File: src/rtl/matrix_mac_writeback.sv
// Multiply-accumulate write-back stage behind the matrix address sequencer.
// Aligns sequencer control with returned operands, forms signed products,
// accumulates each dot product and writes the finished result to the target
// matrix memory. Reports write count, busy and a drain-complete pulse.
// Optional build macro MATRIX_MAC_SATURATE_EN: clamp the accumulator instead
// of letting it wrap.
module matrix_mac_writeback #(
    parameter int unsigned DATA_W = 8,
    parameter int unsigned ACC_W  = 20,
    parameter int unsigned ADR_W  = 8,
    parameter int unsigned RD_LAT = 1
) (
    input  logic              i_clk,
    input  logic              i_rst_n,
    input  logic              i_run,
    input  logic              i_last_n,
    input  logic [ADR_W-1:0]  i_t_adr,
    input  logic [DATA_W-1:0] i_fm_data,
    input  logic [DATA_W-1:0] i_sm_data,
    output logic              o_wr_en,
    output logic [ADR_W-1:0]  o_wr_adr,
    output logic [ACC_W-1:0]  o_wr_data,
    output logic [ADR_W:0]    o_wr_count,
    output logic              o_busy,
    output logic              o_done
);

    // Control word: {valid, last (active-high), address}
    localparam int unsigned CW = ADR_W + 2;

    logic [CW-1:0]        ctl_in;
    logic [RD_LAT*CW-1:0] al_q;
    logic [RD_LAT*CW-1:0] al_d;
    logic [CW-1:0]        al_out;

    assign ctl_in = {i_run, ~i_last_n, i_t_adr};
    // Newest word enters at the bottom; the oldest drops off the top.
    assign al_d   = (RD_LAT*CW)'({al_q, ctl_in});
    assign al_out = al_q[RD_LAT*CW-1 -: CW];

    // Align stage: delay control by the operand read latency
    always_ff @(posedge i_clk or negedge i_rst_n) begin
        if (!i_rst_n) begin
            al_q <= '0;
        end else begin
            al_q <= al_d;
        end
    end

    logic signed [2*DATA_W-1:0] prod;
    logic                       mul_vld_q;
    logic                       mul_last_q;
    logic [ADR_W-1:0]           mul_adr_q;
    logic signed [ACC_W-1:0]    mul_prod_q;

    assign prod = $signed(i_fm_data) * $signed(i_sm_data);

    // Multiply stage: register sign-extended product with aligned control
    always_ff @(posedge i_clk or negedge i_rst_n) begin
        if (!i_rst_n) begin
            mul_vld_q  <= 1'b0;
            mul_last_q <= 1'b0;
            mul_adr_q  <= '0;
            mul_prod_q <= '0;
        end else begin
            mul_vld_q  <= al_out[CW-1];
            mul_last_q <= al_out[CW-2];
            mul_adr_q  <= al_out[ADR_W-1:0];
            mul_prod_q <= ACC_W'(prod);
        end
    end

    logic signed [ACC_W-1:0] acc_q, acc_d;
    logic                    first_q, first_d;
    logic                    acc_vld_q;
    logic signed [ACC_W-1:0] base;
    logic signed [ACC_W-1:0] sum;
    logic                    wr_en_d;
    logic [ADR_W-1:0]        wr_adr_d;
    logic [ACC_W-1:0]        wr_data_d;

`ifdef MATRIX_MAC_SATURATE_EN
    localparam logic signed [ACC_W-1:0] ACC_MAX = {1'b0, {(ACC_W-1){1'b1}}};
    localparam logic signed [ACC_W-1:0] ACC_MIN = {1'b1, {(ACC_W-1){1'b0}}};
    logic [ACC_W:0] wide;

    // Saturating add: one guard bit detects overflow, then clamp by its sign
    always_comb begin
        base = first_q ? '0 : acc_q;
        wide = {base[ACC_W-1], base} + {mul_prod_q[ACC_W-1], mul_prod_q};
        if (wide[ACC_W] != wide[ACC_W-1]) begin
            sum = wide[ACC_W] ? ACC_MIN : ACC_MAX;
        end else begin
            sum = wide[ACC_W-1:0];
        end
    end
`else
    // Wrapping add
    always_comb begin
        base = first_q ? '0 : acc_q;
        sum  = base + mul_prod_q;
    end
`endif

    // Accumulate next state: write on last term, discard a sum left without one
    always_comb begin
        acc_d     = acc_q;
        first_d   = first_q;
        wr_en_d   = 1'b0;
        wr_adr_d  = o_wr_adr;
        wr_data_d = o_wr_data;
        if (mul_vld_q) begin
            if (mul_last_q) begin
                wr_en_d   = 1'b1;
                wr_adr_d  = mul_adr_q;
                wr_data_d = sum;
                acc_d     = '0;
                first_d   = 1'b1;
            end else begin
                acc_d     = sum;
                first_d   = 1'b0;
            end
        end else if (acc_vld_q) begin
            // Term stream stopped without a last term
            acc_d   = '0;
            first_d = 1'b1;
        end
    end

    // Accumulate stage and write port registers
    always_ff @(posedge i_clk or negedge i_rst_n) begin
        if (!i_rst_n) begin
            acc_q     <= '0;
            first_q   <= 1'b1;
            acc_vld_q <= 1'b0;
            o_wr_en   <= 1'b0;
            o_wr_adr  <= '0;
            o_wr_data <= '0;
        end else begin
            acc_q     <= acc_d;
            first_q   <= first_d;
            acc_vld_q <= mul_vld_q;
            o_wr_en   <= wr_en_d;
            o_wr_adr  <= wr_adr_d;
            o_wr_data <= wr_data_d;
        end
    end

    logic run_q;
    logic busy_q;

    // Busy: any stage holding a valid term
    always_comb begin
        o_busy = mul_vld_q | acc_vld_q;
        for (int i = 0; i < int'(RD_LAT); i++) begin
            o_busy = o_busy | al_q[i*CW + CW - 1];
        end
    end

    // Drain complete: busy falling while the sequencer stays stopped
    assign o_done = busy_q & ~o_busy & ~i_run;

    // Write counter (restarts on run rising edge) and edge-history flops
    always_ff @(posedge i_clk or negedge i_rst_n) begin
        if (!i_rst_n) begin
            run_q      <= 1'b0;
            busy_q     <= 1'b0;
            o_wr_count <= '0;
        end else begin
            run_q      <= i_run;
            busy_q     <= o_busy;
            o_wr_count <= ((i_run & ~run_q) ? '0 : o_wr_count) + (ADR_W+1)'(o_wr_en);
        end
    end

endmodule

File: config.mk
export PLATFORM = sky130hd
export DESIGN_NAME = matrix_mac_writeback
export DESIGN_NICKNAME = d
export VERILOG_FILES = /design/src/rtl/matrix_mac_writeback.sv
export SDC_FILE = /design/constraint.sdc
export NUM_CORES = 1
export LEC_CHECK = 0
export CORE_MARGIN = 5
export CORE_UTILIZATION = 40
export DETAILED_ROUTE_END_ITERATION = 12
export DONT_BUFFER_PORTS = 1
export GPL_TIMING_DRIVEN = 0
export RECOVER_POWER = 25
export SKIP_CTS_REPAIR_TIMING = 1
export SYNTH_ARGS = -nofsm -noshare
export SYNTH_HDL_FRONTEND = slang
export SYNTH_SLANG_ARGS = --single-unit
File: constraint.sdc
create_clock -name i_clk -period 7.35 [get_ports i_clk]
set_input_delay 1.1025 -clock i_clk [delete_from_list [all_inputs] [get_ports i_clk]]
set_output_delay 1.1025 -clock i_clk [all_outputs]
set_load 0.03 [all_outputs]
==> results.md <==
* CTS max path bufs at 2
* Status: complete, no violations
* Syn Area/Cell at 10.40 sq um
* Critical path launch point type: input pin
* Hold Startpoint: al_out[1]
* Reg-to-reg critical path startpoint: first_q
* CP startpoint: i_fm_data[7]
* Final Hold Vio Count at 0
* Vias per cell at between 5 and 6
* Syn_nets at roughly 800
* Tcrit/Tclk final at between 60% and 70%
* CP Cell Sequence: and2_1 -> ha_1 -> inv_1 -> fa_1 -> inv_1 -> fa_1 -> inv_1 -> fa_1 -> inv_1 -> ha_1 -> o21a_1 -> o21a_1 -> a2111oi_2 -> o31ai_1 -> a21oi_1 -> xnor2_1
* Antenna diodes at 0
* Internal at roughly 1.5 mW
* Period minus WS final at slightly below 5000 ps
* Fin nets at about 800
* Chip width at approximately 140 microns
* Pwr per Cell Area at 346.4 nW/um^2
* Max stage delay on crit path at between 500 and 600 ps
* Ys async rst share at 100.0%
* CTS root buffer: clkbuf_16
* Number of DRC markers in iteration 0 at about 160
* Cells on worst reg2reg path at 10
* Vias in the first global route at approximately 4.8k
* Max_cap viols at 0
* Routed Antenna Nets at 0
* Gate power share at between 40 and 50%
* Slew @ Worst Pin at ~960 ps
* Slew Limit Fails at 0
* Ranking of synthesized cells by area: dfrtp_1 (35%), fa_1 (16%), ha_1 (9.0%), inv_1 (5.1%), and2_1 (4.1%)
* Share of layout cells above drive strength 1 at about 7.6%
* Flop pwr share at between 30% and 40%
* CP arrival at 5140 ps
* Via count at approximately 4.6k
* Yosys reg bits at between 90 and 100
* # IOs at slightly below 70
* Initial antenna violation count at 0
* Top cell by count, worst path: inv_1
* Clock latency on the worst-skew pair at roughly 350 ps
* Fin Hold WS at about 350 ps
* Crit-path max FO at 8
* Grt ovf at 0
* Mapped cell area at 6939 sq um
* Die area at 20,080 sq um
* Core Area at approximately 17,000 sq um
* Switching Share at between 40% and 50%
* Cells after Synth at ~670
* CP Data Required Time at between 7000 and 8000 ps
* Overall routing resource usage at between 10% and 20%
* Area Growth Syn to Fin at 8.529%
* Global-route wire length before repair at between 20 and 25 mm
* Clock power frac at 18.7%
* Setup CP Type: in -> reg
* DRT Pass-1 Iters at 4
* Slew headroom at 35.56%
* Row cnt at 48
* Netlist cell types at 60
* Post-synth top area share at 34.62%
* Fmax at about 0.21 GHz
* Wire per inst at 15.22 microns
* Fill cells at 1,692
* WL final at about 14 mm
* Total CTS buffers at 9
* HPWL after DPL at between 10 and 15 mm
* CTS tree: built
* Clk slew on worst S/H paths at about 70 ps
* Clock Sinks at between 90 and 100
* Leakage at 3.551 nW
* Setup violations, final at 0
* IO buf count at 0
* Die height at between 100 and 150 microns
* Starting Density at approximately 40%
* Commonest non-fill, non-tap cell in the layout: dfrtp_1
* EDFF count, synth at 0
* Routability congestion estimate from global placement at between 0.8 and 0.9
* Most frequent cells in the layout: dfrtp_1 (96), inv_1 (94), fa_1 (56)
* DRC violations left at 0
* Util after Layout at between 40% and 50%
* Skew final at 6.443 ps
* P_sw at between 1 and 1.5 mW
* Warnings from Yosys at 0
* PnR Total Power at around 2.6 mW
* Endpoint type of the worst setup path: register
* Setup TNS at 0 ps
* Top_reg_cell synth: dfrtp_1
* H-tree Lvls at 3
* Cells on Worst Hold Path at 0
* Register area share after synthesis at 35.00%
* RSZ-0062 raised after global routing: false
* Area leader, netlist: dfrtp_1
* Slowest stage cell, crit path: fa_1
* Largest net degree at the start of global routing at between 90 and 100
* VDD IR max at approximately 0.15 mV
* Worst Hold Class: reg -> reg
[per-layer routing]
| layer | wire [microns] | share of wire [%] | GRT usage (%) | up-vias |
|---|---|---|---|---|
| li1 | - | - | - | 2211 |
| met1 | 6182 | 45 | 19.10 | 2247 |
| met2 | 6449 | 47 | 23.34 | 105 |
| met3 | 892 | 6.5 | 3.000 | 22 |
| met4 | 294 | 2.1 | 5.657 | 0 |
| met5 | 0 | 0 | 0 | - |
[synth_stat cells (all sizes together) (2+ instances only)]
cell and instances:
a211oi 3, ha 50, and3 4, nand3 15
a21o 5, a2111oi 4, o21bai 3, o31ai 4
fa 56, nand4b 2, nand4 4, mux2i 3
a221oi 2, nor2b 27, mux2 19, o21ai 23
and2 45, inv 94, nor3b 2, nor2 32
a21oi 21, dfrtp 96, nor4b 2, nand2 40
nand2b 9, o211ai 3, nor3 12, a31o 2
buf 9, or3 3, o21a 4, xor2 12
clkbuf 8, xnor2 22, a22o 12
[path summary, 6_finish.rpt]
check / to / slack [ps]
min: mul_adr_q[1] / 350
max: mul_prod_q[15] / 2480
max in group asynchronous: first_q / 6720
min in group asynchronous: al_out[5] / 440
max reg2reg: acc_q[16] / 4040
min reg2reg: mul_adr_q[1] / 350
[metrics by stage]
stage,setup WS (ps),area [sq um],instances
floorplan,2367,6939,667
global placement,2100,7221,892
detailed placement,2083,7221,892
CTS,2440,7531,908
global route,2226,7531,908
finish,2477,7531,908
[power groups by stage]
stage          Sequential [mW]  Clock (mW)  Combinational (mW)
5_1_grt                  0.909       0.518                1.41
3_3_place_gp             0.900           0                1.19
4_1_cts                  0.894       0.499                1.24
6_report                 0.889       0.489                1.23
2_1_floorplan            0.866           0                1.02
3_5_place_dp             0.903           0                1.23
[area by class of cell]
class / instances / area (sq um) / area share, %
multi-input cells: 459 / 4064 / 53.96
flip-flops and latches: 97 / 2429 / 32.25
plain buffers: 17 / 93.84 / 1.246
inverters: 94 / 352.8 / 4.685
clock inverters: 7 / 85.08 / 1.130
well taps: 225 / 281.5 / 3.738
clock buffers: 9 / 225.2 / 2.991
[critical path: cells and delay by family]
kind / cells / cell delay, ps
xor+xnor: 1 / 140
fa+ha+maj: 5 / 2320
compound gates: 5 / 1120
simple gates: 1 / 160
buf+inv: 4 / 290
[logic make-up (layout without fill, tap and decap cells)]
logic type	Yosys count	in the layout	synth area share, %
buffers and inverters	111	127	6.437
and+or+nand+nor	200	200	15.38
AOI/OAI and AO/OA	96	96	9.881
adders and majority gates	106	106	25.17
xor gates and xnor gates	35	35	4.616
DFF	97	97	35.00
muxes	22	22	3.516
[registers in the layout (all words and copies together) (netlist names)]
signal	flops
al_out	10
mul_last_q	1
first_q	1
o_wr_data	20
acc_q	20
mul_adr_q	8
mul_vld_q	1
acc_vld_q	1
o_wr_count	9
mul_prod_q	16
o_wr_en	1
o_wr_adr	8
busy_q	1
Power figures use the tool's default switching activity.
